`config.mk`:
```
export PLATFORM = sky130hd
export DESIGN_NAME = weight_tile_sequencer_flat
export DESIGN_NICKNAME = d
export VERILOG_FILES = /design/src/rtl/weight_tile_sequencer_if.sv /design/src/rtl/weight_tile_sequencer.sv /design/src/flat_wrapper.sv
export SDC_FILE = /design/constraint.sdc
export NUM_CORES = 1
export LEC_CHECK = 0
export CAP_MARGIN = 20
export CORE_UTILIZATION = 48
export DETAILED_ROUTE_END_ITERATION = 16
export GPL_ROUTABILITY_DRIVEN = 0
export PLACE_DENSITY_LB_ADDON = 0.2
export SETUP_SLACK_MARGIN = 0.2
export SLEW_MARGIN = 20
export SYNTH_ARGS = -nofsm -noshare
export SYNTH_HDL_FRONTEND = slang
export SYNTH_SLANG_ARGS = --single-unit
```
`constraint.sdc`:
```
create_clock -name clk -period 2.3 [get_ports clk]
set_input_delay 0.345 -clock clk [delete_from_list [all_inputs] [get_ports clk]]
set_output_delay 0.345 -clock clk [all_outputs]
set_load 0.005 [all_outputs]
```
`src/rtl/weight_tile_sequencer_if.sv`:
```
// Byte-stream, weight-FIFO push and MLP-controller handshake signals of the weight tile sequencer.
// slave = sequencer side, master = host/controller side.
interface weight_tile_sequencer_if;
  logic       start;
  logic       s_valid;
  logic [7:0] s_data;
  logic       s_last;
  logic       s_ready;
  logic       wf_push_col0;
  logic       wf_push_col1;
  logic       wf_push_col2;
  logic [7:0] wf_data;
  logic       wf_reset;
  logic       weights_ready;
  logic       weights_consumed;
  logic [2:0] tile_idx;
  logic       busy;
  logic       done;
  logic       err_last;

  modport slave (
    input  start, s_valid, s_data, s_last, weights_consumed,
    output s_ready, wf_push_col0, wf_push_col1, wf_push_col2, wf_data, wf_reset,
           weights_ready, tile_idx, busy, done, err_last
  );

  modport master (
    output start, s_valid, s_data, s_last, weights_consumed,
    input  s_ready, wf_push_col0, wf_push_col1, wf_push_col2, wf_data, wf_reset,
           weights_ready, tile_idx, busy, done, err_last
  );
endinterface

```
`src/rtl/weight_tile_sequencer.sv`:
```
// Routes host weight bytes column-major into three column FIFOs, one ROWSxCOLS tile per layer.
// Push follows the accepting handshake by 1 cycle; s_ready is low outside FILL and whenever start is high.
module weight_tile_sequencer #(
  parameter int ROWS       = 3,
  parameter int COLS       = 3,
  parameter int NUM_LAYERS = 2
) (
  input  logic                   clk,
  input  logic                   rst_n,
  weight_tile_sequencer_if.slave seq
);

  localparam int RW = (ROWS > 1) ? $clog2(ROWS) : 1;

  typedef enum logic [2:0] {
    S_IDLE,
    S_CLEAR,
    S_FILL,
    S_READY,
    S_DONE
  } state_e;

  state_e          state_q, state_d;
  logic [RW-1:0]   row_q, row_d;
  logic [1:0]      col_q, col_d;
  logic [2:0]      tile_q, tile_d;
  logic            err_q, err_d;
  logic [2:0]      push_q, push_d;
  logic [7:0]      data_q, data_d;
  logic            wf_reset_q;
  logic            wready_q;
  logic            busy_q;
  logic            done_q;
  logic            accept;
  logic            last_byte;
  logic            row_wrap;

  assign seq.s_ready = (state_q == S_FILL) && !seq.start;
  assign accept      = seq.s_ready && seq.s_valid;
  assign row_wrap    = (row_q == RW'(ROWS - 1));
  assign last_byte   = row_wrap && (col_q == 2'(COLS - 1));

  always_comb begin
    state_d = state_q;
    row_d   = row_q;
    col_d   = col_q;
    tile_d  = tile_q;
    err_d   = err_q;
    push_d  = 3'b000;
    data_d  = data_q;

    if (accept) begin
      push_d = 3'b001 << col_q;
      data_d = seq.s_data;
      // Tile boundary comes from the count; a disagreeing s_last only flags the error.
      if (seq.s_last != last_byte) begin
        err_d = 1'b1;
      end
    end

    if (seq.start) begin
      // Cleared on entry so CLEAR already presents tile 0 and no error.
      state_d = S_CLEAR;
      row_d   = '0;
      col_d   = '0;
      tile_d  = '0;
      err_d   = 1'b0;
    end else begin
      case (state_q)
        S_CLEAR: state_d = S_FILL;
        S_FILL: begin
          if (accept) begin
            if (row_wrap) begin
              row_d = '0;
              if (col_q == 2'(COLS - 1)) begin
                col_d   = '0;
                state_d = S_READY;
              end else begin
                col_d = col_q + 2'd1;
              end
            end else begin
              row_d = row_q + RW'(1);
            end
          end
        end
        S_READY: begin
          if (seq.weights_consumed) begin
            if (tile_q == 3'(NUM_LAYERS - 1)) begin
              state_d = S_DONE;
            end else begin
              tile_d  = tile_q + 3'd1;
              state_d = S_FILL;
            end
          end
        end
        default: state_d = state_q;
      endcase
    end
  end

  always_ff @(posedge clk or negedge rst_n) begin
    if (!rst_n) begin
      state_q    <= S_IDLE;
      row_q      <= '0;
      col_q      <= '0;
      tile_q     <= '0;
      err_q      <= 1'b0;
      push_q     <= 3'b000;
      data_q     <= 8'h00;
      wf_reset_q <= 1'b0;
      wready_q   <= 1'b0;
      busy_q     <= 1'b0;
      done_q     <= 1'b0;
    end else begin
      state_q    <= state_d;
      row_q      <= row_d;
      col_q      <= col_d;
      tile_q     <= tile_d;
      err_q      <= err_d;
      push_q     <= push_d;
      data_q     <= data_d;
      wf_reset_q <= (state_d == S_CLEAR);
      wready_q   <= (state_d == S_READY);
      busy_q     <= (state_d == S_CLEAR) || (state_d == S_FILL) || (state_d == S_READY);
      done_q     <= (state_d == S_DONE);
    end
  end

  assign seq.wf_push_col0  = push_q[0];
  assign seq.wf_push_col1  = push_q[1];
  assign seq.wf_push_col2  = push_q[2];
  assign seq.wf_data       = data_q;
  assign seq.wf_reset      = wf_reset_q;
  assign seq.weights_ready = wready_q;
  assign seq.tile_idx      = tile_q;
  assign seq.busy          = busy_q;
  assign seq.done          = done_q;
  assign seq.err_last      = err_q;

endmodule

```
`src/flat_wrapper.sv`:
```
// flat-port wrapper written by rule: the top's interface ports become plain ports
module weight_tile_sequencer_flat 
#(
  parameter int ROWS       = 3,
  parameter int COLS       = 3,
  parameter int NUM_LAYERS = 2
)
  (clk, rst_n, seq_start, seq_s_valid, seq_s_data, seq_s_last, seq_weights_consumed, seq_s_ready, seq_wf_push_col0, seq_wf_push_col1, seq_wf_push_col2, seq_wf_data, seq_wf_reset, seq_weights_ready, seq_tile_idx, seq_busy, seq_done, seq_err_last);
  weight_tile_sequencer_if seq_i ();
  input  logic clk;
  input  logic rst_n;
  input wire logic [$bits(seq_i.start)-1:0] seq_start;
  input wire logic [$bits(seq_i.s_valid)-1:0] seq_s_valid;
  input wire logic [$bits(seq_i.s_data)-1:0] seq_s_data;
  input wire logic [$bits(seq_i.s_last)-1:0] seq_s_last;
  input wire logic [$bits(seq_i.weights_consumed)-1:0] seq_weights_consumed;
  output wire logic [$bits(seq_i.s_ready)-1:0] seq_s_ready;
  output wire logic [$bits(seq_i.wf_push_col0)-1:0] seq_wf_push_col0;
  output wire logic [$bits(seq_i.wf_push_col1)-1:0] seq_wf_push_col1;
  output wire logic [$bits(seq_i.wf_push_col2)-1:0] seq_wf_push_col2;
  output wire logic [$bits(seq_i.wf_data)-1:0] seq_wf_data;
  output wire logic [$bits(seq_i.wf_reset)-1:0] seq_wf_reset;
  output wire logic [$bits(seq_i.weights_ready)-1:0] seq_weights_ready;
  output wire logic [$bits(seq_i.tile_idx)-1:0] seq_tile_idx;
  output wire logic [$bits(seq_i.busy)-1:0] seq_busy;
  output wire logic [$bits(seq_i.done)-1:0] seq_done;
  output wire logic [$bits(seq_i.err_last)-1:0] seq_err_last;
  assign seq_i.start = seq_start;
  assign seq_i.s_valid = seq_s_valid;
  assign seq_i.s_data = seq_s_data;
  assign seq_i.s_last = seq_s_last;
  assign seq_i.weights_consumed = seq_weights_consumed;
  assign seq_s_ready = seq_i.s_ready;
  assign seq_wf_push_col0 = seq_i.wf_push_col0;
  assign seq_wf_push_col1 = seq_i.wf_push_col1;
  assign seq_wf_push_col2 = seq_i.wf_push_col2;
  assign seq_wf_data = seq_i.wf_data;
  assign seq_wf_reset = seq_i.wf_reset;
  assign seq_weights_ready = seq_i.weights_ready;
  assign seq_tile_idx = seq_i.tile_idx;
  assign seq_busy = seq_i.busy;
  assign seq_done = seq_i.done;
  assign seq_err_last = seq_i.err_last;
  weight_tile_sequencer #(.ROWS(ROWS), .COLS(COLS), .NUM_LAYERS(NUM_LAYERS)) u_core (.clk(clk), .rst_n(rst_n), .seq(seq_i));
endmodule
```
== Word level (Yosys, flattened, before mapping) ==
Cells that the tools add are included.
W data, S select, Z words.

* Output and inout port bits: 20
* Flip-flop bits (word level): 26
* Input port bits: 14

* Add/sub/neg operators: 3
* Reduce and logical (&&, ||, !) cells: 16
* Eq/ne operators: 12
* Mux-type cells: 24
* Shift-type cells: 1

{| class="wikitable"
|+ Operators by type and width
! operator !! count
|-
| $mux W3 || 11
|-
| $mux W2 || 9
|-
| $eq A3 B2 Y1 const B || 4
|-
| $reduce_bool A2 Y1 || 6
|-
| $eq A3 B1 Y1 const B || 3
|-
| $pmux W3 S3 || 1
|-
| $reduce_and A3 Y1 || 2
|-
| $add A2 B1 Y2 const B || 2
|-
| $eq A2 B2 Y1 const B || 2
|-
| $reduce_and A2 Y1 || 2
|-
| $add A3 B1 Y3 const B || 1
|-
| $eq A3 B3 Y1 const B || 1
|-
| $logic_and A1 B1 Y1 || 3
|-
| $mux W1 || 3
|-
| $shl A1 B2 Y3 const A || 1
|-
| $logic_or A1 B1 Y1 || 2
|-
| $ne A2 B2 Y1 const B || 1
|-
| $logic_not A1 Y1 || 1
|-
| $ne A1 B1 Y1 || 1
|}

== Depth between registers and ports, before layout ==
* Depth in word-level cells: 9
* Gate-level depth with buffers: 6
* Gate-level depth less buffers: 6

== Worst setup path after synthesis ==
Ideal clock, no wire load.

* Path kind: register to register
* Start point: reg u_core.state_q[0]
* End point: reg u_core.done_q, in the netlist u_core.seq.done
* Slack: 0.796 ns
* Arrival: 1.385 ns
* Cell stages (with the launch flop): 6
* Required time: 2.180 ns
* Clock period less this slack: 1.504 ns
* Library setup time: 0.120 ns
* Cells stage by stage: dfrtp_1 > nor4b_4 > and2_1 > buf_4 > a211oi_2 > and3_1

* Word-level cells in the longest chain between the ends: 7

{| class="wikitable"
|+ RTL lines
! element !! line !! text
|-
| start, declared || weight_tile_sequencer.sv:23 || <nowiki>state_e state_q, state_d;</nowiki>
|-
| start signal, assigned || weight_tile_sequencer.sv:115 || <nowiki>state_q <= state_d;</nowiki>
|-
| $eq A3 B2 Y1 || weight_tile_sequencer.sv:38 || <nowiki>assign seq.s_ready = (state_q == S_FILL) && !seq.start;</nowiki>
|-
| $logic_and A1 B1 Y1 || weight_tile_sequencer.sv:38 ||
|-
| named net seq_s_ready || flat_wrapper.sv:17 || <nowiki>output wire logic [$bits(seq_i.s_ready)-1:0] seq_s_ready;</nowiki>
|-
| $logic_and A1 B1 Y1 || weight_tile_sequencer.sv:39 || <nowiki>assign accept = seq.s_ready && seq.s_valid;</nowiki>
|-
| $mux W3 || weight_tile_sequencer.sv:72 || <nowiki>if (accept) begin</nowiki>
|-
| $pmux W3 S3 || weight_tile_sequencer.sv:69 || <nowiki>case (state_q)</nowiki>
|-
| $mux W3 || weight_tile_sequencer.sv:61 || <nowiki>if (seq.start) begin</nowiki>
|-
| $eq A3 B3 Y1 || weight_tile_sequencer.sv:125 || <nowiki>done_q <= (state_d == S_DONE);</nowiki>
|-
| end signal, assigned || weight_tile_sequencer.sv:125 ||
|-
| end, declared || weight_tile_sequencer.sv:33 || <nowiki>logic done_q;</nowiki>
|}

The timed path passes the listed nets, and every way through them passes these cells.
A chain may end at the register's enable or synchronous reset.

== Worst setup path in the final report ==
* Start point: in seq_start
* End point: out seq_s_ready

* Word-level cells in the longest chain between the ends: 2

{| class="wikitable"
|+ RTL lines
! element !! line !! text
|-
| start, declared || flat_wrapper.sv:12 || <nowiki>input wire logic [$bits(seq_i.start)-1:0] seq_start;</nowiki>
|-
| $logic_not A1 Y1 || weight_tile_sequencer.sv:38 ||
|-
| $logic_and A1 B1 Y1 || weight_tile_sequencer.sv:38 ||
|-
| end, declared || flat_wrapper.sv:17 ||
|}

Every way passes these cells.

==> results.md <==
- Share of cells above drive strength 1: 0.0851
- Synth Area in Compound Gates: 0.0643
- Synth Area in XOR/XNOR: 0.0237
- Mapped cell area: 0.00111 mm^2
- FF-to-FF setup slack: 670 ps
- Worst Path Arrival: 1680 ps
- Post-DP HPWL: 1.51 mm
- FF-to-FF path depth: 5
- Number of global-route vias before repair: 804
- Critical Path Sink Type: output pin
- Setup violators final: 0
- Seq/Total Area, Yosys: 0.587
- Yosys reg bits: 26
- Global-route wire length before repair: 3.63 mm
- Met3 Resource Use GR: 0.0370
- Ys flop type: dfrtp_1
- Hold Path Class: input port to asynchronous set/reset pin
- Largest cells by area after synthesis: dfrtp_1 59%, nand2_1 9.1%, a21oi_1 2.3%, ha_1 2.3%, nor4b_4 2.1%
- Area of the multi-input gates: 419 um^2
- Hold_ws: 394 ps
- CP peak stage delay: 540 ps
- PortBufs: 33
- Slew Limit Fails: 0
- Period utilization: 0.881
- Hold Fails Final Rpt: 0
- Max Cap Viol: 0
- Placed cell count: 165
- Clock buffer count from CTS: 3
- Post-Syn Instances: 104
- Post-synthesis mux area share: 0.0181
- Initial core utilization: 0.506
- WL final: 2.07 mm
- CP delay by family, top: buffers and inverters
- Mean Syn Cell Area: 10.7 um^2
- Die Area: 0.00251 mm^2
- Nets: 159
- Clock Latency Late Sink: 300 ps
- Core area: 0.00219 mm^2
- Most Used Layer, Global Route: met2
- Largest net degree at the start of global routing: 27
- Drt initial violations: 8
- Post-synthesis net count: 120
- Cts repair resizes: 0
- Max IR drop VDD: 470 uV
- Post-synth EDFFs: 0
- Root Buffer: clkbuf_4
- Main combinational cell family by area after synthesis: simple AND/OR/NAND/NOR gates
- Slew headroom: 0.618
- Synth cell types: 31
- Final critical-path required period: 2030 ps
- Yosys top cell area share: 0.587
- Status: complete, no violations
- P_leak: 0.712 nW
- Fmax: 494 MHz
- Worst path slowest cell: clkdlybuf4s50_1
- Overflow after GRT: 0
- Post-DR vias/cell: 5.09
- Warnings, synthesis: 0
- Post-synth top area cell: dfrtp_1
- # rows: 17
- CP most frequent cell: clkdlybuf4s50_1
- H-tree level count: 1
- Worst Tran Pin Value: 566 ps
- CP Cell Sequence: clkdlybuf4s50_1, nor4b_4, clkdlybuf4s50_1
- CP Data Required Time: 1960 ps
- Via count: 861
- Adder-Cell Fraction of Synth Area: 0.0226
- ANT cells: 0
- Hold buffer count at CTS: 0
- Startpoint types: input port
- Pre-CTS WS: 239 ps
- Final worst setup slack: 275 ps
- R2R Path Start: u_core.seq.tile_idx[0]$_DFFE_PN0P_
- Layout Skew: 0.556 ps
- Final TNS setup: 0 ps
- CTS tree: built
- P&R area growth vs syn: 36.6%
- DR pass1 iterations: 3
- Die extent in y: 50.1 um
- CTS sink count: 26
- Tot GR Track Use: 0.195
- Clock-pin slew on the worst setup and hold paths: 120 ps
- ANT nets after route: 0
- Avg WL per Cell: 12.2 um
- Antenna violations before repair: 0
- Critical path type: input port to output pin
- RSZ-0062 raised after global routing: no
- Clock buffer depth: 2
- Layout Cells excl Fill: 169
- Fill cells: 172
- Routing usage on met1: 0.253
- Simple-gate share of the synthesized area: 0.249
- Cell area power density: 591 mW/mm^2
- Setup bufs post-CTS: 1
- Register area: 651 um^2
- I/O pins: 34
- Critical path peak fanout: 2
- Post-synth ARST share: 1.00
- Met2 GRT Util: 0.313
- RR Endpoint: u_core.seq.tile_idx[1]$_DFFE_PN0P_
- Chip Width: 50.1 um
- CP bufs+invs: 2
- DRC: 0
## state kept, by name, indices dropped and copies added, names as in the netlist
signal and flops:
u_core.seq.wf_reset 1, u_core.seq.err_last 1, u_core.col_q 2, u_core.seq.weights_ready 1
u_core.row_q 2, u_core.seq.wf_data 8, u_core.seq.done 1, u_core.state_q 3
u_core.seq.busy 1, u_core.push_q 3, u_core.seq.tile_idx 3
## report_power, final
part | switching, W | internal [W] | total [W]
registers | 0.0000255 | 0.000502 | 0.000527
clock network | 0.000118 | 0.0000611 | 0.000179
logic | 0.0000687 | 0.000119 | 0.000188
## layer usage
layer,wire length (um),share of wire
met3,87,0.042
met2,1010,0.49
met5,0,0
met4,10,0.0048
met1,957,0.46
## layout make-up
type / instances / area share
Tap cell: 28 / 0.0231
Sequential cell: 26 / 0.430
Inverter: 5 / 0.0124
Clock buffer: 3 / 0.0149
Multi-Input combinational cell: 69 / 0.277
Timing Repair Buffer: 38 / 0.243
## synth_stat cells, types with 3 or more instances
master and instances:
nand2_1 27, dfrtp_1 26, a21oi_1 5, inv_1 5, nor2_1 5, nor2b_1 3
## cells in the final DEF, fill, tap and decap left out, types with 3 or more instances in the layout
cell type        netlist  final
clkdlybuf4s50_1        0     33
nand2_1               27     27
dfrtp_1               26     26
inv_1                  5      5
a21oi_1                5      5
nor2_1                 5      5
buf_4                  1      5
nor2b_1                3      3
clkbuf_4               0      3
## worst max-delay path by stage
stage | from | endpoint | slack, ps | cells after the start
after floorplan | u_core.state_q[0]$_DFF_PN0_ | u_core.seq.done$_DFF_PN0_ | 800 | 5
after global placement | seq_start | seq_s_ready | 250 | 3
after detailed placement | seq_start | seq_s_ready | 240 | 3
after CTS | seq_start | seq_s_ready | 270 | 3
after global routing | seq_start | seq_s_ready | 230 | 3
final | seq_start | seq_s_ready | 270 | 3
## stage by stage
step	cell area [um^2]	power, W	util
2_1_floorplan	1110	0.000594	-
3_3_place_gp	1480	0.000719	0.677
3_5_place_dp	1480	0.000725	0.677
4_1_cts	1510	0.000905	0.691
5_1_grt	1510	0.000954	0.691
6_report	1510	0.000894	0.691
## cells by family after synthesis
group                    after synthesis
flip-flops                            26
multiplexers                           2
AND/OR/NAND/NOR                       52
AO/OA/AOI/OAI                         10
adder cells (fa/ha/maj)                2
buffers and inverters                  9
XOR/XNOR                               3
Note: power is estimated with default switching activity, not from simulation.
